==> config.mk <==
export PLATFORM = sky130hd
export DESIGN_NAME = pipe_stage_buf_flat
export DESIGN_NICKNAME = d
export VERILOG_FILES = /design/src/rtl/pipe_pkg.sv /design/src/rtl/pipe_stage_buf_if.sv /design/src/rtl/pipe_stage_reg.sv /design/src/rtl/pipe_stage_buf.sv /design/src/flat_wrapper.sv
export SDC_FILE = /design/constraint.sdc
export NUM_CORES = 1
export LEC_CHECK = 0
export ABC_AREA = 1
export CAP_MARGIN = 25
export CORE_UTILIZATION = 52
export DETAILED_ROUTE_END_ITERATION = 10
export PLACE_DENSITY = 0.91
export REMOVE_ABC_BUFFERS = 1
export SYNTH_ARGS = -nofsm -noshare
export SYNTH_HDL_FRONTEND = slang
export SYNTH_SLANG_ARGS = --single-unit
==> constraint.sdc <==
create_clock -name clock -period 1.99 [get_ports clock]
set_input_delay 0.4975 -clock clock [delete_from_list [all_inputs] [get_ports clock]]
set_output_delay 0.4975 -clock clock [all_outputs]
set_load 0.01 [all_outputs]
==> src/rtl/pipe_pkg.sv <==
// Shared widths, field indices and helpers for the inter-stage result buffer.
package pipe_pkg;
  localparam int DATA_W = 32;
  localparam int NDATA  = 3;
  localparam int RD_W   = 6;
  localparam int WB_W   = 7;
  localparam int WE_BIT = 0;

  localparam int F_DMEM = 0;
  localparam int F_ALU  = 1;
  localparam int F_IMM  = 2;

  // Ceiling log2, never below 1 so that a stage index always has a bit.
  function automatic int clog2_min1(input int v);
    int r;
    r = 0;
    while ((1 << r) < v) r = r + 1;
    return (r < 1) ? 1 : r;
  endfunction
endpackage

==> src/rtl/pipe_stage_buf_if.sv <==
// Bundle, control and hazard-query signals between the buffer and its neighbours.
interface pipe_stage_buf_if #(
  parameter int DATA_W = pipe_pkg::DATA_W,
  parameter int NDATA  = pipe_pkg::NDATA,
  parameter int RD_W   = pipe_pkg::RD_W,
  parameter int WB_W   = pipe_pkg::WB_W,
  parameter int DEPTH  = 2
);
  import pipe_pkg::*;
  localparam int QS_W  = clog2_min1(DEPTH);
  localparam int CNT_W = $clog2(DEPTH + 1);

  logic                    stall;
  logic                    flush;
  logic                    iValid;
  logic [NDATA*DATA_W-1:0] iData;
  logic [RD_W-1:0]         iRd;
  logic [WB_W-1:0]         iWB;
  logic                    iN;
  logic                    iZ;
  logic                    oValid;
  logic [NDATA*DATA_W-1:0] oData;
  logic [RD_W-1:0]         oRd;
  logic [WB_W-1:0]         oWB;
  logic                    oN;
  logic                    oZ;
  logic [CNT_W-1:0]        oCount;
  logic [RD_W-1:0]         qRd;
  logic                    qHit;
  logic [QS_W-1:0]         qHitStage;

  modport master (
    output stall, flush, iValid, iData, iRd, iWB, iN, iZ, qRd,
    input  oValid, oData, oRd, oWB, oN, oZ, oCount, qHit, qHitStage
  );

  modport slave (
    input  stall, flush, iValid, iData, iRd, iWB, iN, iZ, qRd,
    output oValid, oData, oRd, oWB, oN, oZ, oCount, qHit, qHitStage
  );
endinterface

==> src/rtl/pipe_stage_reg.sv <==
// One buffer stage: clears on reset/flush, holds on stall, loads otherwise.
module pipe_stage_reg #(
  parameter int DW   = pipe_pkg::NDATA * pipe_pkg::DATA_W,
  parameter int RD_W = pipe_pkg::RD_W,
  parameter int WB_W = pipe_pkg::WB_W
) (
  input  logic            clock,
  input  logic            reset,
  input  logic            flush,
  input  logic            stall,
  input  logic            nxt_vld,
  input  logic [DW-1:0]   nxt_data,
  input  logic [RD_W-1:0] nxt_rd,
  input  logic [WB_W-1:0] nxt_wb,
  input  logic            nxt_n,
  input  logic            nxt_z,
  output logic            cur_vld,
  output logic [DW-1:0]   cur_data,
  output logic [RD_W-1:0] cur_rd,
  output logic [WB_W-1:0] cur_wb,
  output logic            cur_n,
  output logic            cur_z
);
  import pipe_pkg::*;

  // Bubbles load as all-zero so an invalid stage can never carry a write enable.
  always_ff @(posedge clock) begin
    if (reset || flush) begin
      cur_vld  <= 1'b0;
      cur_data <= '0;
      cur_rd   <= '0;
      cur_wb   <= '0;
      cur_n    <= 1'b0;
      cur_z    <= 1'b0;
    end else if (!stall) begin
      cur_vld  <= nxt_vld;
      cur_data <= nxt_vld ? nxt_data : '0;
      cur_rd   <= nxt_vld ? nxt_rd   : '0;
      cur_wb   <= nxt_vld ? nxt_wb   : '0;
      cur_n    <= nxt_vld & nxt_n;
      cur_z    <= nxt_vld & nxt_z;
    end
  end
endmodule

==> src/rtl/pipe_stage_buf.sv <==
// DEPTH-stage EX/WB result buffer with stall, flush, occupancy and in-flight destination query.
module pipe_stage_buf #(
  parameter int DATA_W = pipe_pkg::DATA_W,
  parameter int NDATA  = pipe_pkg::NDATA,
  parameter int RD_W   = pipe_pkg::RD_W,
  parameter int WB_W   = pipe_pkg::WB_W,
  parameter int DEPTH  = 2,
  parameter int WE_BIT = pipe_pkg::WE_BIT
) (
  input  logic            clock,
  input  logic            reset,
  pipe_stage_buf_if.slave bus
);
  import pipe_pkg::*;
  localparam int QS_W  = clog2_min1(DEPTH);
  localparam int CNT_W = $clog2(DEPTH + 1);
  localparam int DW    = NDATA * DATA_W;

  logic [DEPTH-1:0] vld, n, z;
  logic [DW-1:0]    data [DEPTH];
  logic [RD_W-1:0]  rd   [DEPTH];
  logic [WB_W-1:0]  wb   [DEPTH];

  logic [DEPTH-1:0] src_vld, src_n, src_z;
  logic [DW-1:0]    src_data [DEPTH];
  logic [RD_W-1:0]  src_rd   [DEPTH];
  logic [WB_W-1:0]  src_wb   [DEPTH];

  logic [CNT_W-1:0] cnt;
  logic             hit;
  logic [QS_W-1:0]  hit_stage;

  for (genvar k = 0; k < DEPTH; k++) begin : g_stage
    if (k == 0) begin : g_head
      assign src_vld[k]  = bus.iValid;
      assign src_data[k] = bus.iData;
      assign src_rd[k]   = bus.iRd;
      assign src_wb[k]   = bus.iWB;
      assign src_n[k]    = bus.iN;
      assign src_z[k]    = bus.iZ;
    end else begin : g_link
      assign src_vld[k]  = vld[k-1];
      assign src_data[k] = data[k-1];
      assign src_rd[k]   = rd[k-1];
      assign src_wb[k]   = wb[k-1];
      assign src_n[k]    = n[k-1];
      assign src_z[k]    = z[k-1];
    end

    pipe_stage_reg #(.DW(DW), .RD_W(RD_W), .WB_W(WB_W)) u_reg (
      .clock    (clock),
      .reset    (reset),
      .flush    (bus.flush),
      .stall    (bus.stall),
      .nxt_vld  (src_vld[k]),
      .nxt_data (src_data[k]),
      .nxt_rd   (src_rd[k]),
      .nxt_wb   (src_wb[k]),
      .nxt_n    (src_n[k]),
      .nxt_z    (src_z[k]),
      .cur_vld  (vld[k]),
      .cur_data (data[k]),
      .cur_rd   (rd[k]),
      .cur_wb   (wb[k]),
      .cur_n    (n[k]),
      .cur_z    (z[k])
    );
  end

  // Scan oldest to newest so the youngest matching stage wins.
  always_comb begin
    cnt       = '0;
    hit       = 1'b0;
    hit_stage = '0;
    for (int k = DEPTH - 1; k >= 0; k--) begin
      cnt = cnt + CNT_W'(vld[k]);
      if (vld[k] && wb[k][WE_BIT] && (rd[k] == bus.qRd)) begin
        hit       = 1'b1;
        hit_stage = QS_W'(k);
      end
    end
  end

  assign bus.oValid    = vld[DEPTH-1];
  assign bus.oData     = data[DEPTH-1];
  assign bus.oRd       = rd[DEPTH-1];
  assign bus.oWB       = wb[DEPTH-1];
  assign bus.oN        = n[DEPTH-1];
  assign bus.oZ        = z[DEPTH-1];
  assign bus.oCount    = cnt;
  assign bus.qHit      = hit;
  assign bus.qHitStage = hit_stage;
endmodule

==> src/flat_wrapper.sv <==
// flat-port wrapper written by rule: the top's interface ports become plain ports
module pipe_stage_buf_flat import pipe_pkg::*;
#(
  parameter int DATA_W = pipe_pkg::DATA_W,
  parameter int NDATA  = pipe_pkg::NDATA,
  parameter int RD_W   = pipe_pkg::RD_W,
  parameter int WB_W   = pipe_pkg::WB_W,
  parameter int DEPTH  = 2,
  parameter int WE_BIT = pipe_pkg::WE_BIT
)
  (clock, reset, bus_stall, bus_flush, bus_iValid, bus_iData, bus_iRd, bus_iWB, bus_iN, bus_iZ, bus_qRd, bus_oValid, bus_oData, bus_oRd, bus_oWB, bus_oN, bus_oZ, bus_oCount, bus_qHit, bus_qHitStage);
  pipe_stage_buf_if #(.DATA_W(DATA_W), .NDATA(NDATA), .RD_W(RD_W), .WB_W(WB_W), .DEPTH(DEPTH)) bus_i ();
  input  logic clock;
  input  logic reset;
  input wire logic [$bits(bus_i.stall)-1:0] bus_stall;
  input wire logic [$bits(bus_i.flush)-1:0] bus_flush;
  input wire logic [$bits(bus_i.iValid)-1:0] bus_iValid;
  input wire logic [$bits(bus_i.iData)-1:0] bus_iData;
  input wire logic [$bits(bus_i.iRd)-1:0] bus_iRd;
  input wire logic [$bits(bus_i.iWB)-1:0] bus_iWB;
  input wire logic [$bits(bus_i.iN)-1:0] bus_iN;
  input wire logic [$bits(bus_i.iZ)-1:0] bus_iZ;
  input wire logic [$bits(bus_i.qRd)-1:0] bus_qRd;
  output wire logic [$bits(bus_i.oValid)-1:0] bus_oValid;
  output wire logic [$bits(bus_i.oData)-1:0] bus_oData;
  output wire logic [$bits(bus_i.oRd)-1:0] bus_oRd;
  output wire logic [$bits(bus_i.oWB)-1:0] bus_oWB;
  output wire logic [$bits(bus_i.oN)-1:0] bus_oN;
  output wire logic [$bits(bus_i.oZ)-1:0] bus_oZ;
  output wire logic [$bits(bus_i.oCount)-1:0] bus_oCount;
  output wire logic [$bits(bus_i.qHit)-1:0] bus_qHit;
  output wire logic [$bits(bus_i.qHitStage)-1:0] bus_qHitStage;
  assign bus_i.stall = bus_stall;
  assign bus_i.flush = bus_flush;
  assign bus_i.iValid = bus_iValid;
  assign bus_i.iData = bus_iData;
  assign bus_i.iRd = bus_iRd;
  assign bus_i.iWB = bus_iWB;
  assign bus_i.iN = bus_iN;
  assign bus_i.iZ = bus_iZ;
  assign bus_i.qRd = bus_qRd;
  assign bus_oValid = bus_i.oValid;
  assign bus_oData = bus_i.oData;
  assign bus_oRd = bus_i.oRd;
  assign bus_oWB = bus_i.oWB;
  assign bus_oN = bus_i.oN;
  assign bus_oZ = bus_i.oZ;
  assign bus_oCount = bus_i.oCount;
  assign bus_qHit = bus_i.qHit;
  assign bus_qHitStage = bus_i.qHitStage;
  pipe_stage_buf #(.DATA_W(DATA_W), .NDATA(NDATA), .RD_W(RD_W), .WB_W(WB_W), .DEPTH(DEPTH), .WE_BIT(WE_BIT)) u_core (.clock(clock), .reset(reset), .bus(bus_i));
endmodule
# [After elaboration in Yosys (flattened, before gate mapping)]
# Cells that the tools add are included.
[op_classes] n_shift=0 n_addsub=1 div_mod_pow=0 mux=9 n_reduce_logical=5 n_mul=0 n_lt_le_gt_ge=0 n_bitwise=4 n_eq_ne=2
[ops] cell="$mux 96" n=2
[ops] cell="$mux 7" n=2
[ops] cell="$eq 6x6->1" n=2
[ops] cell="$mux 6" n=2
[ops] cell="$and 1x1->1" n=4
[ops] cell="$logic_and 1x1->1" n=4
[ops] cell="$mux 1" n=3
[ops] cell="$add 1x1->2" n=1
[ops] cell="$logic_or 1x1->1" n=1
[word_totals] word_cells=33 n_memories=0 romBits=0 latch_bits=0 ff_bits=224 ram_bits=0 input_bits=122

# [Depth between registers and ports, before layout]
[depth] word_depth=4 depth_mapped=8

# [By module]
# Synthesis repeated with hierarchy kept, for this count alone.
[unflattened] cells_unflattened=1078 hier_area_um2=9115.0
[modules_own_cells] module="pipe_stage_reg" instances=2 area_per_inst_um2=4396.7 seq_area_each_um2=2242.2 cells_per_inst=500
[modules_own_cells] module="pipe_stage_buf" instances=1 area_per_inst_um2=321.6 seq_area_each_um2=0.0 cells_per_inst=78

# [Worst setup path before layout]
# OpenSTA, ideal clock, no wires.
[synth_path] kind="in2out" from="input port bus_qRd[2]" to="output port bus_qHitStage" setup_slack_ns=0.501 arrival_time_ns=0.991 required_ns=1.492 path_stages=6 cell_sequence="inv_1 -> a21oi_1 -> nand2_1 -> nor2_1 -> nand2_1 -> nor2_1"
[synth_between] elab_chain_len=4
[synth_rtl] item="from (decl)" line="flat_wrapper.sv:23" source="input wire logic [$bits(bus_i.qRd)-1:0] bus_qRd;"
[synth_rtl] item="$eq 6x6->1" line="pipe_stage_buf.sv:77" source="if (vld[k] && wb[k][WE_BIT] && (rd[k] == bus.qRd)) begin"
[synth_rtl] item="$logic_and 1x1->1" line="pipe_stage_buf.sv:77"
[synth_rtl] item="$mux 1" line="pipe_stage_buf.sv:77"
[synth_rtl] item="$mux 1 (*)" line="pipe_stage_buf.sv:77"
[synth_rtl] item="to (decl)" line="flat_wrapper.sv:32" source="output wire logic [$bits(bus_i.qHitStage)-1:0] bus_qHitStage;"
# Every way passes the cells marked *; elsewhere a longest branch is shown, timed or not.

# [Worst setup path after layout]
[layout_path] from="register u_core.g_stage[0].u_reg.cur_rd[0]" to="output port bus_qHitStage"
[layout_between] elab_chain_len=3
[layout_rtl] item="from (decl)" line="pipe_stage_reg.sv:19" source="output logic [RD_W-1:0] cur_rd,"
[layout_rtl] item="from (signal assigned)" line="pipe_stage_reg.sv:38" source="cur_rd <= nxt_vld ? nxt_rd : '0;"
[layout_rtl] item="$eq 6x6->1" line="pipe_stage_buf.sv:77"
[layout_rtl] item="$logic_and 1x1->1" line="pipe_stage_buf.sv:77"
[layout_rtl] item="$mux 1" line="pipe_stage_buf.sv:77"
# Every way passes these cells.

==> results.sh <==
export IMPL_holdPathEnd="u_core.g_stage[1].u_reg.cur_wb[0]"
export IMPL_clk_latency_ns=0.50
export IMPL_io_buffers=237
export IMPL_diodes=0
export IMPL_hold_viol_final=0
export IMPL_critPathLaunchType="flip-flop"
export IMPL_syn_avg_cell_area_um2=7.70
export IMPL_max_freq_mhz=505
export IMPL_ctsHtreeMaxLevel=1
export IMPL_crit_type="flip-flop to output pin"
export IMPL_ir_drop_v=0.000783
export IMPL_fillCellCount=1277
export IMPL_grt_pass1_wl_mm=33.1
export IMPL_r2r_end="u_core.g_stage[1].u_reg.cur_data[28]"
export IMPL_cts_setup_buffers=0
export IMPL_fin_worst_skew_ns=0.00992
export IMPL_crit_reg2reg_launch="u_core.g_stage[0].u_reg.cur_vld"
export IMPL_tns_ns=0
export IMPL_drc=0
export IMPL_syn_to_final_growth_pct=27.9
export IMPL_vias=7463
export IMPL_fin_util_pct=68.1
export IMPL_synth_top_area_share_pct=51.0
export IMPL_register_area_um2=4500
export IMPL_nets=1374
export IMPL_tightest_slew_ns=0.434
export IMPL_whs_ns=0.295
export IMPL_yosysSeqAreaShare_pct=51.0
export IMPL_slew_headroom_pct=71.1
export IMPL_ff2ff_setup_slack_ns=0.62
export IMPL_antenna_found_initial=0
export IMPL_slew_viol_final=0
export IMPL_finalSetupViolCount=0
export IMPL_ys_top_cells_by_area="dfxtp_1 51%, nand2_1 21%, a21oi_1 13%"
export IMPL_track_usage_pct=22.8
export IMPL_dr_pass1_iters=5
export IMPL_cts_made_buffers=23
export IMPL_placed_cell_area_um2=10500
export IMPL_rsz0062_at_grt="yes"
export IMPL_synth_largest_area_cell="dfxtp_1"
export IMPL_min_path_cells=3
export IMPL_drtAntennaViolNets=0
export IMPL_clk_pin_slew_worst_paths_ns=0.06
export IMPL_dieArea_um2=17400
export IMPL_cts_root_buffer="clkbuf_16"
export IMPL_grt_ovfl_total=0
export IMPL_period_share_pct=99.6
export IMPL_cp_required_ns=1.49
export IMPL_grt_pass1_vias=7011
export IMPL_io_pins=238
export IMPL_ys_ff_latch=224
export IMPL_routed_via_density=5.02
export IMPL_fp_coreArea_um2=16500
export IMPL_cts_tree="built"
export IMPL_synthCells=1141
export IMPL_drtIter0Drc=391
export IMPL_startpoint="u_core.g_stage[0].u_reg.cur_rd[0]"
export IMPL_die_y_um=132
export IMPL_dp_hpwl_mm=12.7
export IMPL_hold_buffers=0
export IMPL_syn_area_um2=8790
export IMPL_cellPowerDensity_nw_per_um2=830
export IMPL_r2r_worst_path_cells=6
export IMPL_initial_core_util_pct=53.2
export IMPL_yosys_warnings=0
export IMPL_routed_wl_mm=20.3
export IMPL_outcome="finished, final reports clean"
export IMPL_die_w_um=132
export IMPL_crit_path_max_fanout=4
export IMPL_drive_gt1_share_pct=6.31
export IMPL_routabilityCongestion=0.890
export IMPL_cap_viol_max_count=0
export IMPL_grt_max_degree=101
export IMPL_multi_input_area_um2=3020
export IMPL_hold_path_startpoint="bus_stall"
export IMPL_crit_path_end_kind="output pin"
export IMPL_p_leak_nw=3.83
export IMPL_cts_buffer_depth=3
export IMPL_cp_arrival_ns=1.48
export IMPL_post_drt_wl_per_cell_um=13.7
export IMPL_rows=47
export IMPL_yosysUniqueCellTypes=16
export IMPL_hold_class="input pin to flip-flop"
export IMPL_stdcell_area_um2=11200
export IMPL_cts_sinks=224
export IMPL_min_period_ns=1.98
==> through the flow <==
| stage | instances | power [mW] | worst slack [ns] |
|---|---|---|---|
| after floorplan | 972 | 4.83 | -0.540 |
| after global placement | 1446 | 5.24 | -0.526 |
| after detailed placement | 1446 | 5.24 | -0.559 |
| after CTS | 1488 | 9.43 | 0.00513 |
| after global routing | 1488 | 9.68 | -0.106 |
| final | 1488 | 9.34 | 0.00842 |
==> cell families (layout without fill, tap and decap cells) <==
group / after synthesis / count (layout) / synth area share [%]
compound gates: 226 / 226 / 12.9
xor+xnor: 1 / 1 / 0.0997
fa+ha+maj: 1 / 1 / 0.142
buf+inv: 195 / 322 / 14.7
flops: 224 / 224 / 51.0
simple gates: 494 / 494 / 21.1
==> worst max path at each step <==
stage                                     endpoint
6_report                             bus_qHitStage
3_5_place_dp                         bus_qHitStage
2_1_floorplan  u_core.g_stage[0].u_reg.cur_data[0]
3_3_place_gp                         bus_qHitStage
4_1_cts                              bus_qHitStage
5_1_grt                              bus_qHitStage
==> worst max-delay path, cell delays in order (launching register included) <==
cell,delay [ns]
dfxtp_2,0.36
inv_1,0.05
nand2_1,0.05
nand2_1,0.08
nor2_2,0.13
nand2_1,0.06
nor2_1,0.08
nor2_1,0.05
buf_2,0.13
==> power by group <==
part | internal (mW) | switching (mW)
Sequential | 4.53 | 0.0251
Clock | 2.50 | 1.68
Combinational | 0.298 | 0.293
==> cell usage in the layout (no fill, tap or decap), types with 4 or more instances in the layout <==
| cell | netlist | routed |
|---|---|---|
| a21oi_1 | 225 | 225 |
| buf_12 | 0 | 9 |
| buf_4 | 96 | 8 |
| clkbuf_1 | 20 | 5 |
| clkbuf_16 | 0 | 23 |
| clkbuf_8 | 0 | 10 |
| clkdlybuf4s50_1 | 0 | 224 |
| clkinv_2 | 0 | 4 |
| dfxtp_1 | 224 | 212 |
| dfxtp_2 | 0 | 12 |
| dlygate4sd2_1 | 0 | 9 |
| inv_1 | 22 | 20 |
| nand2_1 | 483 | 482 |
| nor2_1 | 9 | 6 |
==> state kept, by name (all words and copies together), names as in the netlist <==
signal	cells
u_core.g_stage.u_reg.cur_n	2
u_core.g_stage.u_reg.cur_z	2
u_core.g_stage.u_reg.cur_data	192
u_core.g_stage.u_reg.cur_rd	12
u_core.g_stage.u_reg.cur_wb	14
u_core.g_stage.u_reg.cur_vld	2
==> what timing repair did <==
action,CTS,global route
pin swaps,4,1
setup endpoints to repair,6,3
resized for setup,31,7
==> layout make-up <==
cell class / instances / area share (%)
flip-flops and latches: 224 / 40.0
multi-input cells: 722 / 26.9
repair buffers: 254 / 23.0
clock buffers: 38 / 6.51
well taps: 220 / 2.45
inverters: 26 / 0.935
clock inverters: 4 / 0.234
==> per-layer routing <==
| metal | up-vias | global-route usage (%) | part of all wire, % |
|---|---|---|---|
| met2 | 247 | 38.7 | 48 |
| met3 | 45 | 6.61 | 8.2 |
| li1 | 3722 | - | - |
| met1 | 3449 | 27.4 | 41 |
| met5 | - | 0 | 0 |
| met4 | 0 | 8.33 | 2.8 |
==> cells in the mapped netlist <==
master and instances:
a21oi_1 225, buf_1 1, buf_2 30, buf_4 96
buf_6 22, clkbuf_1 20, dfxtp_1 224, ha_1 1
inv_1 22, inv_2 4, nand2_1 483, nand3_1 1
nand4_1 1, nor2_1 9, o21ai_0 1, xor2_1 1
No activity file was read; power rests on OpenSTA's default activity.
